===== src/rtl/aib_sram_dma.sv =====
// Sequential DMA between a 32-bit valid/ready stream and the AIB SRAM bus port.
// Optional CRC-32 over transferred words is enabled by defining AIB_SRAM_DMA_CRC_EN.
module aib_sram_dma #(
    parameter int ADDR_W = 12,
    parameter int LEN_W  = 13
) (
    input  logic              i_clk,
    input  logic              i_rst_n,
    input  logic              i_start,
    input  logic              i_mode,
    input  logic [ADDR_W-1:0] i_base,
    input  logic [LEN_W-1:0]  i_len,
    input  logic              i_abort,
    output logic              o_busy,
    output logic              o_done,
    output logic [LEN_W-1:0]  o_count,
    output logic [31:0]       o_mem_addr,
    output logic              o_mem_write,
    output logic [31:0]       o_mem_wdata,
    output logic [31:0]       o_mem_wmask,
    output logic              o_mem_read,
    input  logic [31:0]       i_mem_rdata,
    input  logic              i_s_valid,
    output logic              o_s_ready,
    input  logic [31:0]       i_s_data,
    output logic              o_m_valid,
    input  logic              i_m_ready,
    output logic [31:0]       o_m_data,
    output logic [31:0]       o_crc
);

    typedef enum logic [2:0] {S_IDLE, S_WR, S_RD, S_DRAIN, S_DONE} state_t;

    localparam logic [LEN_W-1:0] ONE = 1;

    state_t            state;
    logic [ADDR_W-1:0] base_r;
    logic [LEN_W-1:0]  len_r;
    logic [LEN_W-1:0]  count;
    logic [LEN_W-1:0]  issued;
    logic              inflight;
    logic [1:0]        occ;
    logic              wr_ptr;
    logic              rd_ptr;
    logic [31:0]       fifo_q [2];

    logic              wr_act;
    logic              rd_act;
    logic              m_valid_int;
    logic [31:0]       head;
    logic              pop;
    logic              push_store;
    logic              pop_fifo;
    logic [2:0]        level;
    logic [ADDR_W-1:0] offset;
    logic [ADDR_W-1:0] mem_addr;
    logic              beat;

    // Read data from the previous cycle bypasses the FIFO when it is empty,
    // which gives the 2-cycle start-to-valid latency.
    always_comb begin
        wr_act      = (state == S_WR) && !i_abort;
        rd_act      = ((state == S_RD) || (state == S_DRAIN)) && !i_abort;
        o_s_ready   = wr_act;
        o_mem_write = wr_act && i_s_valid;
        m_valid_int = rd_act && ((occ != 2'd0) || inflight);
        head        = (occ != 2'd0) ? fifo_q[rd_ptr] : i_mem_rdata;
        pop         = m_valid_int && i_m_ready;
        push_store  = inflight && !(pop && (occ == 2'd0));
        pop_fifo    = pop && (occ != 2'd0);
        level       = {1'b0, occ} + {2'b00, inflight} - {2'b00, pop};
        o_mem_read  = (state == S_RD) && !i_abort && (issued < len_r) && (level < 3'd2);
        offset      = o_mem_write ? count[ADDR_W-1:0] : issued[ADDR_W-1:0];
        mem_addr    = base_r + offset;
        o_mem_addr  = (o_mem_write || o_mem_read) ? {{(32-ADDR_W){1'b0}}, mem_addr} : 32'd0;
        o_mem_wdata = o_mem_write ? i_s_data : 32'd0;
        o_mem_wmask = o_mem_write ? 32'hFFFF_FFFF : 32'd0;
        o_m_valid   = m_valid_int;
        o_m_data    = m_valid_int ? head : 32'd0;
        beat        = o_mem_write || pop;
        o_busy      = (state != S_IDLE);
        o_done      = (state == S_DONE) && !i_abort;
        o_count     = count;
    end

    always_ff @(posedge i_clk or negedge i_rst_n) begin
        if (!i_rst_n) begin
            state    <= S_IDLE;
            base_r   <= '0;
            len_r    <= '0;
            count    <= '0;
            issued   <= '0;
            inflight <= 1'b0;
            occ      <= 2'd0;
            wr_ptr   <= 1'b0;
            rd_ptr   <= 1'b0;
        end else if (i_abort && (state != S_IDLE)) begin
            state    <= S_IDLE;
            inflight <= 1'b0;
            occ      <= 2'd0;
            wr_ptr   <= 1'b0;
            rd_ptr   <= 1'b0;
        end else begin
            inflight <= o_mem_read;
            if (o_mem_read) issued <= issued + ONE;
            if (beat)       count  <= count + ONE;
            if (push_store) wr_ptr <= ~wr_ptr;
            if (pop_fifo)   rd_ptr <= ~rd_ptr;
            occ <= occ + {1'b0, push_store} - {1'b0, pop_fifo};
            case (state)
                S_IDLE: begin
                    if (i_start) begin
                        base_r <= i_base;
                        len_r  <= i_len;
                        count  <= '0;
                        issued <= '0;
                        if (i_len == '0)  state <= S_DONE;
                        else if (i_mode)  state <= S_RD;
                        else              state <= S_WR;
                    end
                end
                S_WR: begin
                    if (o_mem_write && ((count + ONE) == len_r)) state <= S_DONE;
                end
                S_RD: begin
                    if (o_mem_read && ((issued + ONE) == len_r)) state <= S_DRAIN;
                end
                S_DRAIN: begin
                    if (pop && (level == 3'd0)) state <= S_DONE;
                end
                S_DONE:  state <= S_IDLE;
                default: state <= S_IDLE;
            endcase
        end
    end

    // FIFO storage holds data only; its validity is tracked by occ.
    always_ff @(posedge i_clk) begin
        if (push_store && !i_abort) fifo_q[wr_ptr] <= i_mem_rdata;
    end

`ifdef AIB_SRAM_DMA_CRC_EN
    localparam logic [31:0] CRC_POLY = 32'h04C1_1DB7;

    function automatic logic [31:0] crc32_word(input logic [31:0] crc_in, input logic [31:0] data);
        logic [31:0] r;
        logic        fb;
        r = crc_in;
        for (int i = 31; i >= 0; i--) begin
            fb = r[31] ^ data[i];
            r  = {r[30:0], 1'b0} ^ (fb ? CRC_POLY : 32'd0);
        end
        return r;
    endfunction

    logic [31:0] crc_q;
    logic [31:0] beat_data;

    assign beat_data = o_mem_write ? i_s_data : head;

    always_ff @(posedge i_clk or negedge i_rst_n) begin
        if (!i_rst_n)                        crc_q <= 32'd0;
        else if ((state == S_IDLE) && i_start) crc_q <= 32'hFFFF_FFFF;
        else if (beat)                       crc_q <= crc32_word(crc_q, beat_data);
    end

    assign o_crc = crc_q;
`else
    assign o_crc = 32'd0;
`endif

endmodule

===== config.mk =====
export PLATFORM = sky130hd
export DESIGN_NAME = aib_sram_dma
export DESIGN_NICKNAME = d
export VERILOG_FILES = /design/src/rtl/aib_sram_dma.sv
export SDC_FILE = /design/constraint.sdc
export NUM_CORES = 1
export LEC_CHECK = 0
export BUFFER_PORTS_ARGS = -buffer_cell sky130_fd_sc_hd__buf_2
export CORE_UTILIZATION = 29
export DETAILED_ROUTE_END_ITERATION = 16
export MAX_ROUTING_LAYER = met4
export PLACE_DENSITY = 0.61
export SLEW_MARGIN = 40
export SYNTH_ARGS = -nofsm -noshare
export SYNTH_HDL_FRONTEND = slang
export SYNTH_SLANG_ARGS = --single-unit

===== constraint.sdc =====
create_clock -name i_clk -period 5.2 [get_ports i_clk]
set_input_delay 0.52 -clock i_clk [delete_from_list [all_inputs] [get_ports i_clk]]
set_output_delay 0.52 -clock i_clk [all_outputs]
set_load 0.02 [all_outputs]

# Word level (Yosys, flattened, before mapping)
# Memories as Yosys holds them, arrays and structs flattened.
# Cells that the tools add are included.
# Widths: inputs -> output; s select.
op_classes:
  addsub: 7
  n_lt_le_gt_ge: 2
  eq_ne: 10
  muxes: 28
  n_bitwise: 3
  n_reduce_logical: 33
ops:
  columns: ["operator", "count"]
  rows:
  - ["$mux 32", 4]
  - ["$mux 13", 6]
  - ["$add 13x1->13 const B", 2]
  - ["$eq 13x13->1", 2]
  - ["$mux 12", 2]
  - ["$mux 3", 6]
  - ["$logic_and 1x1->1", 17]
  - ["$logic_not 13->1", 1]
  - ["$lt 13x13->1", 1]
  - ["$add 12x12->12", 1]
  - ["$pmux 3 s4", 1]
  - ["$ne 3x1->1 const B", 3]
  - ["$mux 1", 7]
  - ["$eq 3x2->1 const B", 2]
  - ["$logic_not 3->1", 2]
  - ["$reduce_bool 2->1", 3]
  - ["$logic_or 1x1->1", 4]
  - ["$mux 2", 2]
  - ["$reduce_and 4->1", 1]
  - ["$add 2x1->3", 1]
  - ["$eq 3x1->1 const B", 1]
  - ["$eq 3x3->1 const B", 1]
  - ["$lt 3x2->1 const B", 1]
  - ["$ne 3x3->1 const B", 1]
  - ["other kinds (8)", 11]
totals:
  ff_bits: 59
  mem_bits_rw: 64
  wordCells: 93
  mem_count: 1
mem_list:
  columns: ["memory", "words", "width", "read_ports", "rd_clocked_by_memory_dff", "write_ports", "line_no", "rtl"]
  rows:
  - ["fifo_q", 2, 32, 1, 0, 1, "45", "logic [31:0] fifo_q [2];"]

# Logic depth before layout (Yosys ltp)
# Gate-level depths: netlist (run 1).
depth:
  depth_word: 12
  depth_mapped: 16

# Worst setup path before layout (run 1)
# No wires, ideal clock.
synth_path:
  path_kind: "input -> output"
  from: "input port i_abort"
  to: "output port o_mem_addr[10]"
  t_arrival_ps: 4219
  path_slack_ps: 461
  path_stages: 14
  path_cell_list: "nor4b_4 nand2_2 inv_1 buf_1 nand2_1 nand2_1 ha_1 a21o_1 a21oi_1 nor2b_1 o21a_1 o41ai_1 mux2i_1 a31oi_1"
synth_via:
  word_cells_on_any_way: 15
synth_lines:
  columns: ["item", "line_no", "rtl"]
  rows:
  - ["start: declaration", "13", "input logic i_abort,"]
  - ["$logic_not 1->1 (*)", "62", "wr_act = (state == S_WR) && !i_abort;"]
  - ["$logic_and 1x1->1 (*)", "62", null]
  - ["$logic_and 1x1->1 (*)", "65", "o_mem_write = wr_act && i_s_valid;"]
  - ["net o_mem_write", "18", "output logic o_mem_write,"]
  - ["$mux 12", "73", "offset = o_mem_write ? count[ADDR_W-1:0] : issued[ADDR_W-1:0];"]
  - ["$add 12x12->12", "74", "mem_addr = base_r + offset;"]
  - ["$mux 12 (*)", "75", "o_mem_addr = (o_mem_write || o_mem_read) ? {{(32-ADDR_W){1'b0}}, mem_addr} : 32'd0;"]
  - ["end: declaration", "17", "output logic [31:0] o_mem_addr,"]
# Mark *: on every way through the listed nets, which the timed path passes. The rest lies on a longest branch.

# Worst setup path in the final report (run 1)
layout_path:
  from: "register state[0]"
  to: "output port o_mem_addr[10]"
layout_via:
  elab_chain_cells: 10
  word_cells_on_any_way: 18
layout_rtl:
  columns: ["item", "line_no", "rtl"]
  rows:
  - ["start: declaration", "36", "state_t state;"]
  - ["start signal: assignment", "88", "state <= S_IDLE;"]
  - ["start signal: assignment", "98", "state <= S_IDLE;"]
  - ["start signal: assignment", "117", "if (i_len == '0) state <= S_DONE;"]
  - ["$eq 3x2->1 (on tied branches)", "63, 72", null]
  - ["$logic_or 1x1->1", "63", "rd_act = ((state == S_RD) || (state == S_DRAIN)) && !i_abort;"]
  - ["$logic_and 1x1->1", "63", null]
  - ["$logic_and 1x1->1", "66", "m_valid_int = rd_act && ((occ != 2'd0) || inflight);"]
  - ["$logic_and 1x1->1", "68", "pop = m_valid_int && i_m_ready;"]
  - ["$sub 3x1->3", "71", "level = {1'b0, occ} + {2'b00, inflight} - {2'b00, pop};"]
  - ["$lt 3x2->1", "72", "o_mem_read = (state == S_RD) && !i_abort && (issued < len_r) && (level < 3'd2);"]
  - ["$logic_and 1x1->1", "72", null]
  - ["$logic_or 1x1->1", "75", null]
  - ["$mux 12 (*)", "75", null]
# Mark *: on every way between the ends. The rest lies on a longest branch, timed or not.

==> impl_metrics.xml, run 1 <==
<?xml version="1.0" encoding="UTF-8"?>
<metrics>
  <group name="floorplanning">
    <metric name="die-area" unit="um2">28400</metric>
    <metric name="design.portCount" unit="">275</metric>
    <metric name="chipWidth" unit="um">168</metric>
    <metric name="floorplan.initialDensity" unit="">0.297</metric>
    <metric name="die_y" unit="um">168</metric>
    <metric name="coreArea" unit="um2">27000</metric>
    <metric name="row_count" unit="">60</metric>
  </group>
  <group name="yosys">
    <metric name="synth-warning-count" unit="">0</metric>
    <metric name="synth_sequential_area_ratio" unit="">0.423</metric>
    <metric name="synthTopCellsByArea" unit="">sky130_fd_sc_hd__edfxtp_1 24%, sky130_fd_sc_hd__dfrtp_1 18%, sky130_fd_sc_hd__buf_4 8.0%</metric>
    <metric name="synthesis.area_per_instance" unit="um2">9.36</metric>
    <metric name="ys_async_sr_fraction" unit="">0.480</metric>
    <metric name="synthDominantAreaCellType" unit="">sky130_fd_sc_hd__edfxtp_1</metric>
    <metric name="synth_edf_count" unit="">64</metric>
    <metric name="synth_top_flop_cell" unit="">sky130_fd_sc_hd__edfxtp_1</metric>
    <metric name="synthTopCellsByCount" unit="">116 x sky130_fd_sc_hd__nand2_1, 86 x sky130_fd_sc_hd__buf_4, 73 x sky130_fd_sc_hd__nor2_1</metric>
    <metric name="post_synth_num_cell_types" unit="">60</metric>
    <metric name="synthMostInstantiatedCell" unit="">sky130_fd_sc_hd__nand2_1</metric>
    <metric name="synthesized_flop_and_latch_total" unit="">123</metric>
    <metric name="postSynthCellCount" unit="">858</metric>
    <metric name="netlist.area_leader.share" unit="">0.239</metric>
    <metric name="post_synth_instance_area" unit="um2">8030</metric>
  </group>
  <group name="power_and_ir_drop">
    <metric name="power.ir.vdd_worst" unit="mV">0.207</metric>
    <metric name="p_leak" unit="nW">4.64</metric>
    <metric name="power.density_cell_area" unit="nW/um2">435</metric>
  </group>
  <group name="cts">
    <metric name="cts_root_buf" unit="">sky130_fd_sc_hd__clkbuf_16</metric>
    <metric name="numCtsBuffers" unit="">17</metric>
    <metric name="clk_path_buf_depth" unit="">2</metric>
    <metric name="clk-insertion-delay-late" unit="ns">0.42</metric>
    <metric name="clock_tree_from_tritoncts" unit="">done</metric>
    <metric name="cts_setup_buffers" unit="">0</metric>
    <metric name="htree_levels" unit="">4</metric>
    <metric name="clk_pin_slew" unit="ns">0.06</metric>
    <metric name="clock_net_sink_count" unit="">123</metric>
    <metric name="ctsHoldBuffers" unit="">0</metric>
  </group>
  <group name="detailed_routing">
    <metric name="antenna_violating_nets_post_route" unit="">0</metric>
    <metric name="wirelength_routed" unit="um">21500</metric>
    <metric name="firstDrtPassIters" unit="">5</metric>
    <metric name="wl_per_cell" unit="um">15.6</metric>
    <metric name="routed-via-count" unit="">6607</metric>
    <metric name="drtIter0Drc" unit="">341</metric>
    <metric name="route.detailed.drc" unit="">0</metric>
    <metric name="route.detailed.vias_per_inst" unit="">4.79</metric>
  </group>
  <group name="sta">
    <metric name="finalClockSkew" unit="ns">0.0102</metric>
    <metric name="setup_repair_after_global_routing_missed_its_margin" unit="">no</metric>
    <metric name="maxSlewViolCount" unit="">0</metric>
    <metric name="period_share" unit="">0.914</metric>
    <metric name="fmaxAchievable" unit="GHz">0.210</metric>
    <metric name="setup_tns" unit="ns">0</metric>
    <metric name="timing.final.setup_violations" unit="">0</metric>
    <metric name="max_slew.worst_pin.slew" unit="ns">0.675</metric>
    <metric name="fin_hold_ws" unit="ns">0.186</metric>
    <metric name="post-route-min-period" unit="ns">4.75</metric>
    <metric name="slew_headroom" unit="">0.545</metric>
    <metric name="finalHoldViolations" unit="">0</metric>
  </group>
  <group name="critical_path">
    <metric name="critPathArrivalTime" unit="ns">4.23</metric>
    <metric name="rr_endpoint" unit="">state[2]</metric>
    <metric name="slowest_stage" unit="">sky130_fd_sc_hd__dfrtp_1</metric>
    <metric name="setup.worst_path.start" unit="">state[0]</metric>
    <metric name="timing.setup.critical_path_class" unit="">reg2out</metric>
    <metric name="capture_point_of_the_worst_path" unit="">o_mem_addr[10]</metric>
    <metric name="crit_path_cell_trace" unit="">nor4b_4 &gt; nand2_2 &gt; clkinvlp_4 &gt; nand2_1 &gt; o21ai_0 &gt; ha_1 &gt; fa_1 &gt; a21o_1 &gt; a21oi_1 &gt; nor2b_1 &gt; o21a_1 &gt; o41ai_1 &gt; mux2i_1 &gt; a31oi_1 &gt; buf_2</metric>
    <metric name="register_to_register_setup_slack" unit="ns">1.98</metric>
    <metric name="rr_worst_depth" unit="">14</metric>
    <metric name="critical_path.endpoint_type" unit="">output port</metric>
    <metric name="critPathLaunchType" unit="">register</metric>
    <metric name="crit_path_max_fanout" unit="">18</metric>
    <metric name="worst-endpoint-required" unit="ns">4.68</metric>
    <metric name="regToRegStartpoint" unit="">occ[1]</metric>
    <metric name="cpPeakStageDelay" unit="ns">0.46</metric>
  </group>
  <group name="grt">
    <metric name="globalRouteMet2Util" unit="">0.249</metric>
    <metric name="maximum_number_of_pins_on_one_net_before_global_route_repair" unit="">68</metric>
    <metric name="grt.busiest_layer" unit="">met2</metric>
    <metric name="via_count_of_the_first_global_routing_pass" unit="">6099</metric>
    <metric name="gr-total-overflow" unit="">0</metric>
    <metric name="gr-usage-met1" unit="">0.194</metric>
    <metric name="global_route.usage.met3" unit="">0.0313</metric>
    <metric name="grt_util_all_layers" unit="">0.155</metric>
    <metric name="number_of_antenna_violations_at_the_first_check_in_global_routing" unit="">0</metric>
    <metric name="grt_first_pass_wirelength" unit="um">33000</metric>
  </group>
  <group name="place">
    <metric name="placement.io_buffers" unit="">222</metric>
    <metric name="routability_congestion_estimate" unit="">0.886</metric>
    <metric name="dpl.hpwl" unit="um">15400</metric>
  </group>
  <group name="layout">
    <metric name="areaGrowthSynthToFinish" unit="%">20.2</metric>
    <metric name="fin_nets" unit="">1152</metric>
    <metric name="drive_gt1_frac" unit="">0.268</metric>
    <metric name="antenna_cells" unit="">0</metric>
  </group>
  <group name="worst_hold_path">
    <metric name="min-delay-path-class" unit="">in2async</metric>
  </group>
  <group name="job">
    <metric name="drv.max_cap_violation_count" unit="">0</metric>
  </group>
  <group name="status">
    <metric name="run_status" unit="">finished clean</metric>
  </group>
</metrics>
## state kept, by name (all words and copies together) (netlist names), 2 cells and up
signal / flops
issued: 13
state: 3
occ: 2
o_count: 13
fifo_q: 64
base_r: 12
len_r: 13
## kinds of logic (layout without fill, tap and decap cells)
family / Yosys count / count (layout) / synth area share
AND/OR/NAND/NOR: 313 / 313 / 0.187
buffers and inverters: 161 / 290 / 0.117
AO/OA/AOI/OAI: 133 / 133 / 0.110
flip-flops: 123 / 123 / 0.423
XOR/XNOR: 50 / 50 / 0.0545
multiplexers: 46 / 46 / 0.0573
adder cells (fa/ha/maj): 31 / 31 / 0.0502
other: 1 / 52 / 0.000467
## per-stage QoR
stage / std cells / util / area [um2] / total power, mW / setup WS [ns]
floorplan: 909 / - / 8220 / 2.54 / 0.461
global placement: 1347 / 0.333 / 9010 / 2.90 / 0.615
detailed placement: 1347 / 0.333 / 9010 / 2.92 / 0.491
CTS: 1379 / 0.357 / 9640 / 4.23 / 0.221
global route: 1379 / 0.357 / 9650 / 4.46 / 0.132
finish: 1379 / 0.357 / 9650 / 4.20 / 0.446
## critical path, delay by kind of cell (launching register included)
kind / cells / cell delay (ns)
DFF: 1 / 0.46
and+or+nand+nor: 4 / 0.67
muxes: 1 / 0.25
buffers and inverters: 2 / 0.56
AOI/OAI and AO/OA: 6 / 1.23
adders and majority gates: 2 / 0.65
## power breakdown
group / total [mW] / internal [mW] / switching, mW
logic: 1.50 / 0.549 / 0.953
registers: 1.41 / 1.19 / 0.223
clock network: 1.29 / 0.819 / 0.467
## repair_timing
item,CTS,global route
endpoints found under the setup margin,0,1
endpoints found under the hold margin,0,0
resized for setup,0,1
## cell type report
class	instances	area, um2
multi-input cells	625	3900
inverters	26	101
well taps	341	427
clock buffers	19	443
fillers	2759	17400
repair buffers	232	1190
clock inverters	13	190
flip-flops and latches	123	3400
## per-layer routing
layer  wire (um)  vias up
met2       10300      239
met1        9790     3126
met5           0        -
met4         301        0
met3        1110       22
li1            -     3220
## placed cells by master, fill, tap and decap left out, types with 25 or more instances in the layout
cell	synthesis	final
sky130_fd_sc_hd__a211oi_1	37	37
sky130_fd_sc_hd__ha_1	29	29
sky130_fd_sc_hd__nor2_1	73	73
sky130_fd_sc_hd__xor2_1	29	29
sky130_fd_sc_hd__mux2i_1	46	46
sky130_fd_sc_hd__conb_1	1	52
sky130_fd_sc_hd__o21ai_0	30	30
sky130_fd_sc_hd__dfrtp_1	59	58
sky130_fd_sc_hd__buf_2	12	222
sky130_fd_sc_hd__and3_1	40	40
sky130_fd_sc_hd__edfxtp_1	64	64
sky130_fd_sc_hd__nand2_1	116	115
sky130_fd_sc_hd__inv_1	26	25
## worst min path at each step
stage                    from        end  cells past startpoint
floorplan             i_rst_n  base_r[0]                      0
CTS                 i_base[4]  base_r[4]                      3
global route          i_rst_n  issued[2]                      2
finish                i_rst_n  issued[2]                      2
global placement    base_r[6]  base_r[6]                      2
detailed placement  base_r[4]  base_r[4]                      2
Note: power is estimated with default switching activity, not from simulation.
==> run 2: changes to the inputs <==
--- a/config.mk
+++ b/config.mk
@@ -6,10 +6,10 @@
 export NUM_CORES = 1
 export LEC_CHECK = 0
 export BUFFER_PORTS_ARGS = -buffer_cell sky130_fd_sc_hd__buf_2
-export CORE_UTILIZATION = 29
+export CORE_UTILIZATION = 51
 export DETAILED_ROUTE_END_ITERATION = 16
 export MAX_ROUTING_LAYER = met4
-export PLACE_DENSITY = 0.61
+export PLACE_DENSITY = 0.91
 export SLEW_MARGIN = 40
 export SYNTH_ARGS = -nofsm -noshare
 export SYNTH_HDL_FRONTEND = slang
==> run 2 against run 1 <==
Non-clock buffer count unchanged. Sequential share of layout area increased by 0.76 points. Global-route usage increased by 9.8 points. Clock power decreased by 9%. Critical path depth decreased by 1. Worst setup slack improved by 0.13 ns. Critical endpoint unchanged. Largest cell class unchanged.
==> impl_metrics.xml, run 2 (same netlist as run 1, synthesis figures left out) <==
<?xml version="1.0" encoding="UTF-8"?>
<metrics>
  <group name="sta">
    <metric name="period_share" unit="">0.889</metric>
    <metric name="timing.final.setup_violations" unit="">0</metric>
    <metric name="maxSlewViolCount" unit="">0</metric>
    <metric name="fmaxAchievable" unit="GHz">0.216</metric>
    <metric name="setup_tns" unit="ns">0</metric>
    <metric name="finalClockSkew" unit="ns">0.00779</metric>
    <metric name="max_slew.worst_pin.slew" unit="ns">0.780</metric>
    <metric name="slew_headroom" unit="">0.479</metric>
    <metric name="finalHoldViolations" unit="">0</metric>
    <metric name="fin_hold_ws" unit="ns">0.102</metric>
    <metric name="setup_repair_after_global_routing_missed_its_margin" unit="">no</metric>
    <metric name="post-route-min-period" unit="ns">4.62</metric>
  </group>
  <group name="layout">
    <metric name="largest_register_by_flop_count" unit="">fifo_q</metric>
    <metric name="drive_gt1_frac" unit="">0.268</metric>
    <metric name="largest_register_ff_count" unit="">64</metric>
    <metric name="fin_nets" unit="">1152</metric>
    <metric name="areaGrowthSynthToFinish" unit="%">17.6</metric>
    <metric name="fill_cells" unit="">1302</metric>
    <metric name="antenna_cells" unit="">0</metric>
    <metric name="layout_commonest_cell" unit="">sky130_fd_sc_hd__buf_2</metric>
    <metric name="layout.cells.most_common_list" unit="">222 x sky130_fd_sc_hd__buf_2, 115 x sky130_fd_sc_hd__nand2_1, 73 x sky130_fd_sc_hd__nor2_1, 64 x sky130_fd_sc_hd__edfxtp_1, 58 x sky130_fd_sc_hd__dfrtp_1</metric>
  </group>
  <group name="critical_path">
    <metric name="critPathLaunchType" unit="">register</metric>
    <metric name="timing.setup.critical_path_class" unit="">reg2out</metric>
    <metric name="worst-endpoint-required" unit="ns">4.68</metric>
    <metric name="crit_path_max_fanout" unit="">14</metric>
    <metric name="critical_path.endpoint_type" unit="">output port</metric>
    <metric name="critPathArrivalTime" unit="ns">4.10</metric>
  </group>
  <group name="job">
    <metric name="drv.max_cap_violation_count" unit="">0</metric>
  </group>
  <group name="place">
    <metric name="placement.io_buffers" unit="">222</metric>
    <metric name="routability_congestion_estimate" unit="">0.925</metric>
    <metric name="dpl.hpwl" unit="um">14600</metric>
  </group>
  <group name="cts">
    <metric name="cts_resized" unit="">0</metric>
    <metric name="clk-insertion-delay-late" unit="ns">0.42</metric>
    <metric name="numCtsBuffers" unit="">17</metric>
    <metric name="cts_root_buf" unit="">sky130_fd_sc_hd__clkbuf_16</metric>
    <metric name="clock_tree_from_tritoncts" unit="">done</metric>
    <metric name="htree_levels" unit="">4</metric>
    <metric name="clk_pin_slew" unit="ns">0.06</metric>
    <metric name="clk_path_buf_depth" unit="">2</metric>
    <metric name="clock_net_sink_count" unit="">123</metric>
    <metric name="ctsHoldBuffers" unit="">0</metric>
    <metric name="cts_setup_buffers" unit="">0</metric>
  </group>
  <group name="detailed_routing">
    <metric name="wl_per_cell" unit="um">15.9</metric>
    <metric name="drtIter0Drc" unit="">471</metric>
    <metric name="firstDrtPassIters" unit="">5</metric>
    <metric name="antenna_violating_nets_post_route" unit="">0</metric>
    <metric name="routed-via-count" unit="">6782</metric>
    <metric name="route.detailed.vias_per_inst" unit="">5.43</metric>
    <metric name="wirelength_routed" unit="um">19900</metric>
    <metric name="route.detailed.drc" unit="">0</metric>
  </group>
  <group name="power_and_ir_drop">
    <metric name="power.ir.vdd_worst" unit="mV">0.348</metric>
    <metric name="p_leak" unit="nW">4.63</metric>
    <metric name="power.density_cell_area" unit="nW/um2">433</metric>
  </group>
  <group name="worst_hold_path">
    <metric name="min-delay-path-class" unit="">in2async</metric>
  </group>
  <group name="grt">
    <metric name="grt_util_all_layers" unit="">0.253</metric>
    <metric name="number_of_antenna_violations_at_the_first_check_in_global_routing" unit="">0</metric>
    <metric name="via_count_of_the_first_global_routing_pass" unit="">5890</metric>
    <metric name="maximum_number_of_pins_on_one_net_before_global_route_repair" unit="">68</metric>
    <metric name="gr-total-overflow" unit="">0</metric>
    <metric name="grt_first_pass_wirelength" unit="um">30700</metric>
  </group>
  <group name="floorplanning">
    <metric name="floorplan.initialDensity" unit="">0.525</metric>
    <metric name="design.portCount" unit="">275</metric>
    <metric name="row_count" unit="">45</metric>
    <metric name="die-area" unit="um2">16300</metric>
    <metric name="coreArea" unit="um2">15300</metric>
    <metric name="chipWidth" unit="um">128</metric>
    <metric name="die_y" unit="um">128</metric>
  </group>
  <group name="status">
    <metric name="run_status" unit="">finished clean</metric>
  </group>
</metrics>
[run 2: power by group]
| group | total, mW | switching [mW] | internal, mW |
|---|---|---|---|
| combinational | 1.52 | 0.962 | 0.554 |
| sequential | 1.40 | 0.216 | 1.19 |
| clock | 1.18 | 0.464 | 0.713 |
[run 2: critical path: stages, from the launching register on]
cell,delay (ns)
sky130_fd_sc_hd__dfrtp_1,0.45
sky130_fd_sc_hd__nor4b_4,0.33
sky130_fd_sc_hd__nand2_2,0.23
sky130_fd_sc_hd__inv_1,0.21
sky130_fd_sc_hd__o21ai_0,0.12
sky130_fd_sc_hd__ha_1,0.24
sky130_fd_sc_hd__fa_1,0.41
sky130_fd_sc_hd__a21o_1,0.17
sky130_fd_sc_hd__a21oi_1,0.23
sky130_fd_sc_hd__nor2b_1,0.08
sky130_fd_sc_hd__o21a_1,0.19
sky130_fd_sc_hd__o41ai_1,0.51
sky130_fd_sc_hd__mux2i_1,0.25
sky130_fd_sc_hd__a31oi_1,0.08
sky130_fd_sc_hd__buf_2,0.20
[run 2: per-layer routing]
metal  track usage  up-vias  routed length [um]
li1              -     3233                   -
met1         0.332     3189                8620
met2         0.389      318                9420
met3        0.0528       42                1390
met4        0.0868        0                 441
met5             -        -                   0
[run 2: cell type report]
type	count	area [um2]	share of cell area
Clock buffer	17	425	0.0450
Sequential cell	123	3400	0.360
Clock inverter	15	163	0.0172
Multi-Input combinational cell	625	3900	0.413
Tap cell	211	264	0.0279
Inverter	26	97.6	0.0103
Timing Repair Buffer	232	1200	0.127
[run 2: through the flow]
stage / total power [mW] / util / setup slack (ns) / area [um2] / cells
floorplan: 2.54 / - / 0.461 / 8220 / 909
global placement: 2.85 / 0.577 / 0.940 / 8840 / 1216
detailed placement: 2.91 / 0.577 / 0.880 / 8840 / 1216
CTS: 4.09 / 0.616 / 0.599 / 9430 / 1248
global route: 4.33 / 0.617 / 0.348 / 9450 / 1249
finish: 4.10 / 0.617 / 0.577 / 9450 / 1249
[run 2: final timing paths]
path | from | to | slack, ns | cells after the start
max in group asynchronous | i_rst_n | rd_ptr | 4.59 | 3
setup reg to reg | occ[1] | state[2] | 1.95 | 14
hold / removal | i_rst_n | issued[2] | 0.10 | 2
hold reg to reg | base_r[10] | base_r[10] | 0.49 | 2
min in group i_clk | i_base[9] | base_r[9] | 0.29 | 3
setup / recovery | state[2] | o_mem_addr[10] | 0.58 | 14
